File: src/rtl/lm_log_manager_pkg.sv
// Shared widths, message header codes and FSM state type for the log manager.
package LM_item_pack;

  localparam int WIDTH_UART_DATA     = 8;
  localparam int WIDTH_VGA_ERROR     = 4;
  localparam int WIDTH_UART_ERROR    = 3;
  localparam int WIDTH_CONFIGURATION = 4;

  localparam logic [7:0] LM_HDR_UART_ERR = 8'hE2;
  localparam logic [7:0] LM_HDR_CM_ERR   = 8'hE1;
  localparam logic [7:0] LM_HDR_CFG      = 8'hC0;
  localparam logic [7:0] LM_HDR_ECHO     = 8'hD0;

  typedef enum logic [1:0] {
    LM_IDLE = 2'd0,
    LM_HDR  = 2'd1,
    LM_PAY  = 2'd2
  } lm_state_e;

endpackage

File: src/rtl/lm_echo_fifo.sv
// Echo byte FIFO; a push into a full FIFO is accepted only when a pop happens in the same cycle.
module lm_echo_fifo #(
  parameter int DEPTH = 4,
  parameter int WIDTH = 8
) (
  input  logic             clk,
  input  logic             rst,
  input  logic             push,
  input  logic             pop,
  input  logic [WIDTH-1:0] din,
  output logic             full,
  output logic             empty,
  output logic [WIDTH-1:0] data
);

  localparam int AW = $clog2(DEPTH);

  logic [AW:0]      wr_ptr_r;
  logic [AW:0]      rd_ptr_r;
  logic [WIDTH-1:0] mem_r [DEPTH];
  logic             push_ok_s;
  logic             pop_ok_s;

  // Status flags and accepted push/pop qualifiers.
  always_comb begin
    empty     = (wr_ptr_r == rd_ptr_r);
    full      = (wr_ptr_r[AW] != rd_ptr_r[AW]) && (wr_ptr_r[AW-1:0] == rd_ptr_r[AW-1:0]);
    pop_ok_s  = pop & ~empty;
    push_ok_s = push & (~full | pop_ok_s);
    data      = mem_r[rd_ptr_r[AW-1:0]];
  end

  // Read and write pointers; the extra MSB separates full from empty.
  always_ff @(posedge clk or posedge rst) begin
    if (rst) begin
      wr_ptr_r <= '0;
      rd_ptr_r <= '0;
    end else begin
      if (push_ok_s) begin
        wr_ptr_r <= wr_ptr_r + (AW+1)'(1);
      end else begin
        wr_ptr_r <= wr_ptr_r;
      end
      if (pop_ok_s) begin
        rd_ptr_r <= rd_ptr_r + (AW+1)'(1);
      end else begin
        rd_ptr_r <= rd_ptr_r;
      end
    end
  end

  // Storage array, written on accepted push.
  always_ff @(posedge clk) begin
    if (push_ok_s) begin
      mem_r[wr_ptr_r[AW-1:0]] <= din;
    end
  end

endmodule

File: src/rtl/lm_log_manager.sv
// Log manager: serialises error, config and (with LM_ECHO_EN defined) UART echo events
// into two-byte header/payload messages over a valid/ready byte stream.
module lm_log_manager
  import LM_item_pack::*;
#(
  parameter int FIFO_DEPTH = 4
) (
  input  logic                           clk,
  input  logic                           rst,
  input  logic                           UART_data_debug_switch,
  input  logic [WIDTH_UART_DATA-1:0]     UART_data,
  input  logic                           UART_data_valid,
  input  logic [WIDTH_VGA_ERROR-1:0]     CM_errors,
  input  logic                           CM_errors_valid,
  input  logic [WIDTH_UART_ERROR-1:0]    UART_errors,
  input  logic                           UART_errors_valid,
  input  logic [WIDTH_CONFIGURATION-1:0] config_notification,
  output logic [7:0]                     LM_tx_data,
  output logic                           LM_tx_valid,
  input  logic                           LM_tx_ready,
  output logic                           LM_busy,
  output logic [7:0]                     LM_drop_count
);

  lm_state_e state_r, state_s;

  logic                           uart_pend_r;
  logic [WIDTH_UART_ERROR-1:0]    uart_flags_r;
  logic                           cm_pend_r;
  logic [WIDTH_VGA_ERROR-1:0]     cm_flags_r;
  logic                           cfg_pend_r;
  logic [WIDTH_CONFIGURATION-1:0] cfg_prev_r;
  logic [WIDTH_CONFIGURATION-1:0] cfg_flags_r;
  logic [7:0]                     payload_r, payload_s;
  logic [7:0]                     tx_data_r, tx_data_s;
  logic                           tx_valid_r, tx_valid_s;
  logic                           busy_r;

  logic       sel_uart_s, sel_cm_s, sel_cfg_s, pop_s;
  logic       hs_s, cfg_ev_s;
  logic       echo_avail_s;
  logic [7:0] echo_data_s;

`ifdef LM_ECHO_EN
  logic       push_s, fifo_full_s, fifo_empty_s;
  logic [7:0] drop_r;

  lm_echo_fifo #(
    .DEPTH (FIFO_DEPTH),
    .WIDTH (WIDTH_UART_DATA)
  ) u_echo_fifo (
    .clk   (clk),
    .rst   (rst),
    .push  (push_s),
    .pop   (pop_s),
    .din   (UART_data),
    .full  (fifo_full_s),
    .empty (fifo_empty_s),
    .data  (echo_data_s)
  );

  assign push_s        = UART_data_valid & UART_data_debug_switch;
  assign echo_avail_s  = ~fifo_empty_s;
  assign LM_drop_count = drop_r;

  // Saturating count of echo bytes refused by a full FIFO.
  always_ff @(posedge clk or posedge rst) begin
    if (rst) begin
      drop_r <= 8'h00;
    end else if (push_s && fifo_full_s && !pop_s && (drop_r != 8'hFF)) begin
      drop_r <= drop_r + 8'h01;
    end else begin
      drop_r <= drop_r;
    end
  end
`else
  logic unused_echo_s;

  assign echo_avail_s  = 1'b0;
  assign echo_data_s   = 8'h00;
  assign LM_drop_count = 8'h00;
  assign unused_echo_s = ^{UART_data, UART_data_valid, UART_data_debug_switch, pop_s, FIFO_DEPTH[0]};
`endif

  assign cfg_ev_s = (config_notification != cfg_prev_r);
  assign hs_s     = tx_valid_r & LM_tx_ready;

  // Source arbitration, next state and next registered output values.
  always_comb begin
    state_s    = state_r;
    sel_uart_s = 1'b0;
    sel_cm_s   = 1'b0;
    sel_cfg_s  = 1'b0;
    pop_s      = 1'b0;
    payload_s  = payload_r;
    tx_data_s  = tx_data_r;
    tx_valid_s = tx_valid_r;
    case (state_r)
      LM_IDLE: begin
        tx_valid_s = 1'b1;
        state_s    = LM_HDR;
        if (uart_pend_r) begin
          sel_uart_s = 1'b1;
          tx_data_s  = LM_HDR_UART_ERR;
          payload_s  = 8'(uart_flags_r);
        end else if (cm_pend_r) begin
          sel_cm_s  = 1'b1;
          tx_data_s = LM_HDR_CM_ERR;
          payload_s = 8'(cm_flags_r);
        end else if (cfg_pend_r) begin
          sel_cfg_s = 1'b1;
          tx_data_s = LM_HDR_CFG;
          payload_s = 8'(cfg_flags_r);
        end else if (echo_avail_s) begin
          pop_s     = 1'b1;
          tx_data_s = LM_HDR_ECHO;
          payload_s = echo_data_s;
        end else begin
          tx_valid_s = 1'b0;
          tx_data_s  = 8'h00;
          state_s    = LM_IDLE;
        end
      end
      LM_HDR: begin
        if (hs_s) begin
          tx_data_s = payload_r;
          state_s   = LM_PAY;
        end else begin
          state_s = LM_HDR;
        end
      end
      LM_PAY: begin
        if (hs_s) begin
          tx_data_s  = 8'h00;
          tx_valid_s = 1'b0;
          state_s    = LM_IDLE;
        end else begin
          state_s = LM_PAY;
        end
      end
      default: begin
        tx_data_s  = 8'h00;
        tx_valid_s = 1'b0;
        state_s    = LM_IDLE;
      end
    endcase
  end

  // FSM state, snapshot payload and registered stream outputs.
  always_ff @(posedge clk or posedge rst) begin
    if (rst) begin
      state_r    <= LM_IDLE;
      payload_r  <= 8'h00;
      tx_data_r  <= 8'h00;
      tx_valid_r <= 1'b0;
      busy_r     <= 1'b0;
    end else begin
      state_r    <= state_s;
      payload_r  <= payload_s;
      tx_data_r  <= tx_data_s;
      tx_valid_r <= tx_valid_s;
      busy_r     <= (state_s != LM_IDLE);
    end
  end

  // Pending flags: a new event on the snapshot edge survives the clear.
  always_ff @(posedge clk or posedge rst) begin
    if (rst) begin
      uart_pend_r  <= 1'b0;
      uart_flags_r <= '0;
      cm_pend_r    <= 1'b0;
      cm_flags_r   <= '0;
      cfg_pend_r   <= 1'b0;
      cfg_flags_r  <= '0;
      cfg_prev_r   <= '0;
    end else begin
      uart_pend_r  <= (uart_pend_r & ~sel_uart_s) | UART_errors_valid;
      uart_flags_r <= (sel_uart_s ? '0 : uart_flags_r) | (UART_errors_valid ? UART_errors : '0);
      cm_pend_r    <= (cm_pend_r & ~sel_cm_s) | CM_errors_valid;
      cm_flags_r   <= (sel_cm_s ? '0 : cm_flags_r) | (CM_errors_valid ? CM_errors : '0);
      cfg_pend_r   <= (cfg_pend_r & ~sel_cfg_s) | cfg_ev_s;
      cfg_flags_r  <= cfg_ev_s ? config_notification : cfg_flags_r;
      cfg_prev_r   <= config_notification;
    end
  end

  assign LM_tx_data  = tx_data_r;
  assign LM_tx_valid = tx_valid_r;
  assign LM_busy     = busy_r;

endmodule

File: config.mk
export PLATFORM = sky130hd
export DESIGN_NAME = lm_log_manager
export DESIGN_NICKNAME = d
export VERILOG_FILES = /design/src/rtl/lm_log_manager_pkg.sv /design/src/rtl/lm_echo_fifo.sv /design/src/rtl/lm_log_manager.sv
export SDC_FILE = /design/constraint.sdc
export NUM_CORES = 1
export LEC_CHECK = 0
export ABC_AREA = 1
export CAP_MARGIN = 0
export CORE_ASPECT_RATIO = 1.25
export CORE_MARGIN = 2
export CORE_UTILIZATION = 46
export DETAILED_ROUTE_END_ITERATION = 10
export PLACE_DENSITY = 0.79
export SLEW_MARGIN = 20
export SYNTH_ARGS = -nofsm -noshare
export SYNTH_HDL_FRONTEND = slang
export SYNTH_HIERARCHICAL = 1
export SYNTH_SLANG_ARGS = --single-unit
export TNS_END_PERCENT = 1
File: constraint.sdc
create_clock -name clk -period 1.28 [get_ports clk]
set_input_delay 0.192 -clock clk [delete_from_list [all_inputs] [get_ports clk]]
set_output_delay 0.192 -clock clk [all_outputs]
set_load 0.02 [all_outputs]
Word-level counts from Yosys, hierarchy flattened. Index checks and enable logic that the tools add are counted.

Reductions and logical operators: 6. Eq/ne operators: 5. Mux-type cells: 32. Bitwise logic cells: 13.

Operator list (number): 8-bit two-way mux (8); 8-bit one-hot mux with 3 select lines (1); 1-bit two-way mux (15); 4-bit two-way mux (2); 3-bit two-way mux (2); 2-bit one-hot mux with 3 select lines (1); 2-bit AND reduction (3); 1-bit AND (4); 2-bit two-way mux (2); 2-bit != test (second input constant) (2); 4-bit != test (1); 1-bit NOT (4); 4-bit OR (1); 1-bit OR (3); 3-bit OR (1); 1-bit one-hot mux with 3 select lines (1); 3-bit nonzero test (1); 2-bit by 1-bit equality test with 1-bit output (second input constant) (1); 2-bit equality test (second input constant) (1); 2-bit logical NOT (1); 2-bit nonzero test (1).

Bits in registers: 38. Word-level logic and storage cells: 68. Output and inout port bits: 18. Bits of input ports: 26.

Longest topological paths before layout.
Depth after elaboration: 7. Depth in mapped cells: 7. Gate-level depth less buffers: 7.

Least setup slack after synthesis. OpenSTA, ideal clock, no wires.

Path type: reg2reg. Start: reg state_r[1]. End: reg payload_r[1]. Period minus slack after synthesis: 1.072 ns. Data required time: 1.164 ns. Cell stages (with the launch flop): 7. Arrival time: 0.955 ns. Path buffers: 0. Setup slack: 0.208 ns. Setup time: 0.116 ns. Path through: dfrtp_1 nor2_4 nand2_1 nand2_4 inv_4 nand2_1 nand2_1.

Cells in the longest elaborated chain, start to end: 2.

Ends and longest elaborated chain: start: declaration (RTL line lm_log_manager.sv:25) `lm_state_e state_r, state_s;`; start signal: assignment (RTL line lm_log_manager.sv:158) `state_r <= state_s;`; 2-bit logical NOT (RTL line lm_log_manager.sv:98) `case (state_r)`; 2-bit AND reduction (no source line); end signal: assignment (RTL line lm_log_manager.sv:159) `payload_r <= payload_s;`; end: declaration (RTL line lm_log_manager.sv:34) `logic [7:0] payload_r, payload_s;`.

No other way between the ends. A chain may end at the register's enable or synchronous reset.

Worst setup path after layout.
Start: reg tx_data_r[5], in the netlist LM_tx_data[5]. End: out LM_tx_data[5].

RTL lines: start: declaration (RTL line lm_log_manager.sv:35) `logic [7:0] tx_data_r, tx_data_s;`; start signal: assignment (RTL line lm_log_manager.sv:160) `tx_data_r <= tx_data_s;`; end: declaration (RTL line lm_log_manager.sv:18) `output logic [7:0] LM_tx_data,`.

No word-level cell between the ends.

==> results.yml <==
status:
  status: "finished, final reports clean"
timing:
  setup_tns_ns: 0
  hold_viol: 0
  fin_crit_sh: 0.959
  min_period_ns: 1.23
  rsz0062_at_grt: "no"
  clock.fmax_mhz: 815
  skew_ns: 0.00448
  drv_slew: 0
  setup_viol: 0
floorplan:
  die_y_um: 66.8
  initial_core_util: 0.488
  core_area_um2: 2970
  die-area_um2: 3620
  ioPinCount: 44
  die_x_um: 54.2
  num_rows: 22
final_layout:
  fillCellCount: 278
  stdcell_count: 235
  finish.instance_area_um2: 1770
  diodes: 0
  fin_nets: 225
  area_delta_synth_final_pct: 22.3
  final_layout_size_suffix_gt1_frac: 0.131
pwr:
  swShare: 0.408
  p_switching_w: 0.00148
  total_power_w: 0.00362
  seq_power_share: 0.442
  p_int_w: 0.00215
  power_frac_clock: 0.142
  ir_drop_mv: 1.18
  leakage_nw: 0.955
  power_density_nw_per_um2: 2040
  comb_power_share: 0.416
clock_tree:
  clk_latency_ns: 0.33
  cts_max_path_buffers: 2
  cts_max_level: 2
  cts_sinks: 32
  cts_hold_buf: 0
  cts_root_buffer: "clkbuf_4"
  cts_tree: "yes"
  postCtsSetupBuffers: 0
  clk_pin_slew_ns: 0.09
  cts_buffers: 5
critical_path:
  crit_type: "reg2out"
  timing.rr.end: "payload_r[1]$_DFFE_PP0P_"
  crit_path_end_kind: "output pin"
  crit_family: "flip-flops"
  crit_path_top_delay_cell: "dfrtp_1"
  endpoint: "LM_tx_data[5]"
  cp.depth: 1
  path_cells: "dlygate4sd2_1"
  critPathMaxFanout: 2
  cp_slowest_stage_delay_ns: 0.39
  cp-start-kind: "flop"
  cp_data_arrival_time_ns: 1.04
  crit_required_ns: 1.09
  cp-startpoint: "LM_tx_data[5]$_DFFE_PP0P_"
  r2r.worst_path.cells: 6
  path_buf_inv: 1
  rr_startpoint: "state_r[1]$_DFF_PP0_"
  regToRegSetupSlack_ns: 0.10
logic_synthesis:
  synth_fa_ha_area_frac: 0
  yosysMostFrequentCell: "nand2_1"
  ys.flop_type: "dfrtp_1"
  synth_top_family_by_area: "simple AND/OR/NAND/NOR gates"
  synthesis.area_um2: 1450
  ys_seq_elements: 32
  yosys.area.top_type: "dfrtp_1"
  synth_commonest_cells: "65 x nand2_1, 32 x dfrtp_1, 18 x inv_1"
  synth_edf_count: 0
  ys_types: 17
  synthArstFlopShare: 1.00
  synth_top_area_share: 0.552
  yosysWarnings: 6
  synth.avg_cell_area_um2: 8.79
  synth-compound-area-share: 0.0708
  ys_seq_area_frac: 0.552
  synth.area.mux_share: 0
  synth_top_cells_by_area: "dfrtp_1 55%, nand2_1 17%, buf_4 5.2%, inv_1 4.7%, a22o_1 3.6%"
  yosys.area_share.simple: 0.267
  syn_inst: 165
  synth-xor-area-share: 0
detailed_routing:
  drc: 0
  firstDrtPassIters: 4
  drt-total-wl_um: 2650
  via_per_inst: 4.74
  postRouteAntennaNets: 0
  routedWlPerCell_um: 11.3
  dr_total_vias: 1115
  drt_iter0_markers: 30
placement:
  post-dp-hpwl_um: 2020
  io_buffers: 24
  placed_area_um2: 1740
  dp.cells: 228
  globalplace.congestion: 0.830
grt:
  overflow: 0
  grt_first_pass_wirelength_um: 4410
  track_usage: 0.177
  grt_start_max_net_pins: 33
  antenna_found_initial: 0
  grt_pass1_vias: 1121
run:
  maxCapViolations: 0
hold_path:
  hold_class: "in2async"
## registers in the layout, summed over array words and instances, names as in the netlist
signal and flops:
cfg_pend_r 1, uart_flags_r 3, LM_tx_data 6, cm_pend_r 1, LM_tx_valid 1, state_r 2
uart_pend_r 1, cfg_flags_r 4, payload_r 4, cm_flags_r 4, cfg_prev_r 4, LM_busy 1
## metal layers
| layer | GRT usage | wire [µm] |
|---|---|---|
| met1 | 0.159 | 1000 |
| met2 | 0.324 | 1450 |
| met3 | 0.0516 | 122 |
| met4 | 0.119 | 77 |
| met5 | 0 | 0 |
## cells by family after synthesis
kind of cell	Yosys count
other	1
AOI/OAI and AO/OA	15
and+or+nand+nor	86
DFF	32
buffers and inverters	31
## repair_timing
item                       CTS  global route
pin swaps                    0             1
cloned                       0             0
setup endpoints to repair    9             4
gates resized for setup      9             4
## cell usage in the layout (no fill, tap or decap), drive strengths merged, types with 7 or more instances in the layout
master         instances
nand2                 69
conb                   9
inv                   21
nand3                 11
clkbuf                 7
clkdlybuf4s50         15
dfrtp                 32
o21ai                  7
## worst min path at each step
stage | endpoint | cells after the start
after floorplan | cfg_prev_r[0]$_DFF_PP0_ | 0
after global placement | payload_r[1]$_DFFE_PP0P_ | 2
after detailed placement | payload_r[1]$_DFFE_PP0P_ | 2
after CTS | cfg_pend_r$_DFF_PP0_ | 3
after global routing | cfg_pend_r$_DFF_PP0_ | 3
final | LM_tx_data[0]$_DFFE_PP0P_ | 3
## layout make-up
type	count	area, µm²	share of cell area
well taps	36	45.0	0.0254
repair buffers	29	278	0.157
clock inverters	1	5.00	0.00282
multi-input cells	110	523	0.295
clock buffers	6	41.3	0.0233
flip-flops and latches	32	801	0.451
inverters	21	81.3	0.0458
## per-stage QoR
| step | util | hold slack (ns) | worst slack [ns] |
|---|---|---|---|
| 3_3_place_gp | 0.585 | 0.456 | -0.0264 |
| 3_5_place_dp | 0.585 | 0.467 | -0.0952 |
| 2_1_floorplan | - | 0.223 | 0.208 |
| 6_report | 0.597 | 0.186 | 0.0527 |
| 5_1_grt | 0.597 | 0.193 | 0.00410 |
| 4_1_cts | 0.597 | 0.182 | 0.00232 |
## power groups by stage
stage               Clock [W]  Sequential, W  Combinational, W
global placement            0        0.00161           0.00156
detailed placement          0        0.00162           0.00160
CTS                  0.000539        0.00160           0.00152
floorplan                   0        0.00171          0.000997
global route         0.000574        0.00164           0.00173
finish               0.000513        0.00160           0.00151
(Power assumes the default switching activity.)
